[src/rtl/sync0_controller.sv]
// SYNC0 front end: conditions the ESC SYNC0 pin, issues the one-shot SYNC that zeroes
// the ultrasound time base, then watches the SYNC0 period to report lock or loss of sync.
module sync0_controller #(
  parameter int SYS_CLK_FREQ = 20480000,
  parameter int SYNC0_FREQ   = 2000,
  parameter int TOL          = 4,
  parameter int LOCK_COUNT   = 4,
  localparam int SYNC0_CYCLE = SYS_CLK_FREQ / SYNC0_FREQ,
  localparam int PW          = $clog2(2 * SYNC0_CYCLE) + 1
) (
  input  logic          CLK,
  input  logic          RST,
  input  logic          SYNC0_RAW,
  input  logic          SYNC_REQ,
  output logic          SYNC,
  output logic          LOCKED,
  output logic          SYNC_ERR,
  output logic [PW-1:0] PERIOD
);

  localparam int GW = $clog2(LOCK_COUNT + 1);
  localparam logic [PW-1:0] CYCLE_LO    = PW'(SYNC0_CYCLE - TOL);
  localparam logic [PW-1:0] CYCLE_HI    = PW'(SYNC0_CYCLE + TOL);
  localparam logic [PW-1:0] TIMEOUT_CNT = PW'(2 * SYNC0_CYCLE - 1);
  localparam logic [GW-1:0] GOOD_LAST   = GW'(LOCK_COUNT - 1);

  typedef enum logic [2:0] {
    S_IDLE,
    S_ARMED,
    S_CHECK,
    S_LOCK,
    S_ERROR
  } state_t;

  state_t          state_reg, state_next;
  logic [2:0]      sync_q_reg;
  logic [PW-1:0]   pcnt_reg;
  logic [PW-1:0]   period_reg;
  logic [GW-1:0]   good_cnt_reg, good_cnt_next;
  logic            sync_reg, sync_next;
  logic            locked_reg;
  logic            err_reg, err_next;
  logic            rise;
  logic [PW-1:0]   measured;
  logic            in_tol;
  logic            timeout;

  assign rise     = sync_q_reg[1] & ~sync_q_reg[2];
  assign measured = pcnt_reg + 1'b1;
  assign in_tol   = (measured >= CYCLE_LO) && (measured <= CYCLE_HI);
  assign timeout  = !rise && (pcnt_reg == TIMEOUT_CNT);

  // A request always beats an edge, except in ARMED where the edge is what we were waiting for.
  always_comb begin
    state_next    = state_reg;
    good_cnt_next = good_cnt_reg;
    sync_next     = 1'b0;
    err_next      = err_reg;
    case (state_reg)
      S_IDLE: begin
        if (SYNC_REQ) state_next = S_ARMED;
      end
      S_ARMED: begin
        if (rise) begin
          state_next    = S_CHECK;
          sync_next     = 1'b1;
          good_cnt_next = '0;
        end
      end
      S_CHECK: begin
        if (SYNC_REQ) begin
          state_next = S_ARMED;
        end else if (rise && in_tol) begin
          good_cnt_next = good_cnt_reg + 1'b1;
          if (good_cnt_reg == GOOD_LAST) state_next = S_LOCK;
        end else if (rise || timeout) begin
          state_next = S_ERROR;
        end
      end
      S_LOCK: begin
        if (SYNC_REQ) state_next = S_ARMED;
        else if ((rise && !in_tol) || timeout) state_next = S_ERROR;
      end
      S_ERROR: begin
        if (SYNC_REQ) state_next = S_ARMED;
      end
      default: state_next = S_IDLE;
    endcase
    if (SYNC_REQ) err_next = 1'b0;
    else if ((state_next == S_ERROR) && (state_reg != S_ERROR)) err_next = 1'b1;
  end

  always_ff @(posedge CLK) begin
    if (RST) begin
      state_reg    <= S_IDLE;
      sync_q_reg   <= '0;
      pcnt_reg     <= '0;
      period_reg   <= '0;
      good_cnt_reg <= '0;
      sync_reg     <= 1'b0;
      locked_reg   <= 1'b0;
      err_reg      <= 1'b0;
    end else begin
      sync_q_reg <= {sync_q_reg[1:0], SYNC0_RAW};
      if (rise) pcnt_reg <= '0;
      else if (pcnt_reg != '1) pcnt_reg <= pcnt_reg + 1'b1;
      if (rise) period_reg <= measured;
      state_reg    <= state_next;
      good_cnt_reg <= good_cnt_next;
      sync_reg     <= sync_next;
      locked_reg   <= (state_next == S_LOCK);
      err_reg      <= err_next;
    end
  end

  assign SYNC     = sync_reg;
  assign LOCKED   = locked_reg;
  assign SYNC_ERR = err_reg;
  assign PERIOD   = period_reg;

endmodule
[config.mk]
export PLATFORM = sky130hd
export DESIGN_NAME = sync0_controller
export DESIGN_NICKNAME = d
export VERILOG_FILES = /design/src/rtl/sync0_controller.sv
export SDC_FILE = /design/constraint.sdc
export NUM_CORES = 1
export LEC_CHECK = 0
export ABC_AREA = 1
export ABC_CLOCK_PERIOD_IN_PS = 2000
export BUFFER_PORTS_ARGS = -buffer_cell sky130_fd_sc_hd__buf_4
export CORE_MARGIN = 5
export CORE_UTILIZATION = 40
export CTS_BUF_LIST = sky130_fd_sc_hd__clkbuf_8
export CTS_CLUSTER_SIZE = 24
export DETAILED_ROUTE_END_ITERATION = 7
export HOLD_SLACK_MARGIN = 0.12
export PLACE_DENSITY = 0.62
export SETUP_SLACK_MARGIN = 0.5
export SKIP_CTS_REPAIR_TIMING = 1
export SYNTH_ARGS = -nofsm -noshare
export SYNTH_HDL_FRONTEND = slang
export SYNTH_SLANG_ARGS = --single-unit
[constraint.sdc]
create_clock -name CLK -period 2 [get_ports CLK]
set_input_delay 0.4 -clock CLK [delete_from_list [all_inputs] [get_ports CLK]]
set_output_delay 0.4 -clock CLK [all_outputs]
set_load 0.02 [all_outputs]
==> metrics.log <==
INFO  metric ys_seq_elements = 44
INFO  metric gr-usage-met3 = 0.0327
INFO  metric max_freq = 511 MHz
INFO  metric layout-area-overhead-vs-synth = 28.0%
INFO  metric run_status = finished, final reports clean
INFO  metric post-route-period-util = 0.979
INFO  metric path_clk_slew = 90 ps
INFO  metric cp-start-kind = flip-flop
INFO  metric synth.area.top_cells = sky130_fd_sc_hd__dfxtp_1 (41%), sky130_fd_sc_hd__nand2_1 (15%), sky130_fd_sc_hd__inv_1 (7.3%)
INFO  metric final-max-slew-violation-count = 0
INFO  metric cp-end-kind = flip-flop
INFO  metric port_buffers = 22
INFO  metric final_area = 2750 um2
INFO  metric clkSinkCount = 44
INFO  metric drt-pass1-iter-count = 4
INFO  metric clockRootBuffer = sky130_fd_sc_hd__clkbuf_8
INFO  metric routed_wl = 5190 um
INFO  metric number_of_antenna_violations_at_the_first_check_in_global_routing = 0
INFO  metric core-area = 5170 um2
INFO  metric start_util = 0.416
INFO  metric clock_path_buffers = 2
INFO  metric rows = 26
INFO  metric critical_path_peak_fanout = 6
INFO  metric h_tree_depth = 2
INFO  metric synth.lib_cells_used.distinct = 26
INFO  metric hold_ws = 307 ps
INFO  metric regToRegSetupSlack = 40 ps
INFO  metric post_synth_instance_area = 2150 um2
INFO  metric ys_async_sr_fraction = 0
INFO  metric critical_path.max_stage_delay = 390 ps
INFO  metric post-route-min-period = 1960 ps
INFO  metric die_area = 6940 um2
INFO  metric synth_top_cell_area_share = 0.410
INFO  metric synth-main-ff-cell = sky130_fd_sc_hd__dfxtp_1
INFO  metric total_congestion_overflow = 0
INFO  metric antenna_violating_nets_post_route = 0
INFO  metric drt-wirelength-per-cell = 12.5 um
INFO  metric placed_area = 2470 um2
INFO  metric vias = 2,009
INFO  metric final-hold-violation-count = 0
INFO  metric finalPower = 1.74 mW
INFO  metric first_iter_violations = 156
INFO  metric diodes = 0
INFO  metric fin_worst_skew = 5.24 ps
INFO  metric max-vdd-ir-drop = 412 uV
INFO  metric critical_path.n_buffers_inverters = 0
INFO  metric timing.critical_path.slowest_stage_cell = sky130_fd_sc_hd__dfxtp_4
INFO  metric unrepaired_setup_endpoints_after_global_routing = true
INFO  metric globalplace.congestion = 0.839
INFO  metric synthMostInstantiatedCell = sky130_fd_sc_hd__nand2_1
INFO  metric die-height = 83.3 um
INFO  metric fin_nets = 351
INFO  metric synth_area_per_cell = 6.91 um2
INFO  metric cell_family_with_the_largest_share_of_critical_path_delay = simple AND/OR/NAND/NOR gates
INFO  metric die_width = 83.3 um
INFO  metric worst_r2r_path_depth = 14
INFO  metric synth_edf_count = 0
INFO  metric p_leak = 1.15 nW
INFO  metric pin_count_of_the_biggest_net_entering_global_routing = 17
INFO  metric timing.critical_path.cells = ha_4, nand2_4, nor2_4, nand2_1, nand2_1, nand3_1, nor2_1, nor2_1, nor2_2, nand3_2, nand2_4, nand3_2, nand2_1, nor2_1
INFO  metric cap_viol_max_count = 0
INFO  metric min_delay_path_depth = 3
INFO  metric grt_first_pass_wirelength = 9030 um
INFO  metric yosysWarningCount = 0
INFO  metric grt_pass1_vias = 1,918
INFO  metric timing.hold.worst.class = input pin to flip-flop
INFO  metric tritoncts = yes
INFO  metric setup_violations = 0
INFO  metric postSynthNetCount = 319
INFO  metric timing.critical_path.arrival = 2150 ps
INFO  metric synth_area_leader_cell = sky130_fd_sc_hd__dfxtp_1
INFO  metric boundaryPins = 23
INFO  metric vias_per_cell = 4.85
INFO  metric met1_usage = 0.229
INFO  metric worst_pin_slew = 516 ps
INFO  metric path_class = flip-flop to flip-flop
INFO  metric grt_util_met2 = 0.227
INFO  metric track_usage = 0.155
INFO  metric timing.critical_path.required = 2190 ps
INFO  metric dpl_worst_slack = 45.3 ps
INFO  metric gr-max-usage-layer = met1
INFO  metric slew-limit-headroom = 0.655
INFO  metric worst_slack = 42.4 ps
INFO  metric worst_skew_late_latency = 290 ps
INFO  metric synth_top_cells_by_count = sky130_fd_sc_hd__nand2_1 (84), sky130_fd_sc_hd__dfxtp_1 (44), sky130_fd_sc_hd__inv_1 (42)
INFO  metric drive_above_1_share = 0.302
INFO  metric detailed_place_hpwl = 3780 um
INFO  metric power-per-cell-area = 631 nW/um2
INFO  metric synth_seq_area_share = 0.410
INFO  metric cp.depth = 14
INFO  metric syn-instance-count = 311
INFO  metric total_clock_buffers_created_by_cts = 5
INFO  metric drc = 0
area by class of cell:
| type | instances | area [um2] |
|---|---|---|
| Clock buffer | 5 | 68.8 |
| Clock inverter | 3 | 42.5 |
| Fill cell | 494 | 2420 |
| Inverter | 45 | 183 |
| Multi-Input combinational cell | 217 | 1240 |
| Sequential cell | 44 | 893 |
| Tap cell | 70 | 87.6 |
| Timing Repair Buffer | 30 | 233 |
metrics by stage:
step	cells	util	setup TNS, ps
CTS	411	0.498	0
global placement	403	0.477	0
global route	414	0.532	-543
floorplan	311	-	0
detailed placement	403	0.477	0
finish	414	0.532	0
routing by layer:
layer | vias up | part of all wire | wire length [um]
met5 | - | 0 | 0
met4 | 0 | 0.0085 | 44
met3 | 4 | 0.048 | 251
met2 | 45 | 0.44 | 2260
met1 | 913 | 0.51 | 2630
li1 | 1047 | - | -
path summary, 6_finish.rpt:
kind	start	endpoint
max reg2reg	pcnt_reg[0]	good_cnt_reg[1]
min reg2reg	sync_q_reg[0]	sync_q_reg[1]
max	pcnt_reg[0]	good_cnt_reg[1]
min	SYNC0_RAW	sync_q_reg[0]
power by group:
group	internal (mW)	leakage (nW)	switching (mW)
sequential	0.894	0.360	0.0165
combinational	0.0543	0.739	0.0890
clock	0.370	0.0541	0.313
placed cells by master (no fill, tap or decap), types with 2 or more instances in the layout:
cell type,n
sky130_fd_sc_hd__a21oi_1,10
sky130_fd_sc_hd__a21oi_2,6
sky130_fd_sc_hd__buf_4,28
sky130_fd_sc_hd__buf_6,2
sky130_fd_sc_hd__clkbuf_8,5
sky130_fd_sc_hd__dfxtp_1,38
sky130_fd_sc_hd__dfxtp_2,4
sky130_fd_sc_hd__dfxtp_4,2
sky130_fd_sc_hd__ha_1,3
sky130_fd_sc_hd__inv_1,39
sky130_fd_sc_hd__inv_2,4
sky130_fd_sc_hd__nand2_1,76
sky130_fd_sc_hd__nand2_2,11
sky130_fd_sc_hd__nand2_4,3
sky130_fd_sc_hd__nand3_1,16
sky130_fd_sc_hd__nand3_2,8
sky130_fd_sc_hd__nand4_1,4
sky130_fd_sc_hd__nor2_1,30
sky130_fd_sc_hd__nor2_2,10
sky130_fd_sc_hd__nor2_4,4
sky130_fd_sc_hd__o21ai_0,19
sky130_fd_sc_hd__o21ai_2,5
worst min-delay path, stage by stage:
cell,delay [ps]
sky130_fd_sc_hd__buf_4,70
sky130_fd_sc_hd__inv_1,30
sky130_fd_sc_hd__nor2_1,60
cells by family after synthesis:
logic type                 count (synthesis)  synth area share
xor gates and xnor gates                   3            0.0192
buffers and inverters                     50            0.0879
DFF                                       44             0.410
and+or+nand+nor                          165             0.348
adders and majority gates                  4            0.0233
AOI/OAI and AO/OA                         45             0.112
No activity file was read; power rests on OpenSTA's default activity.
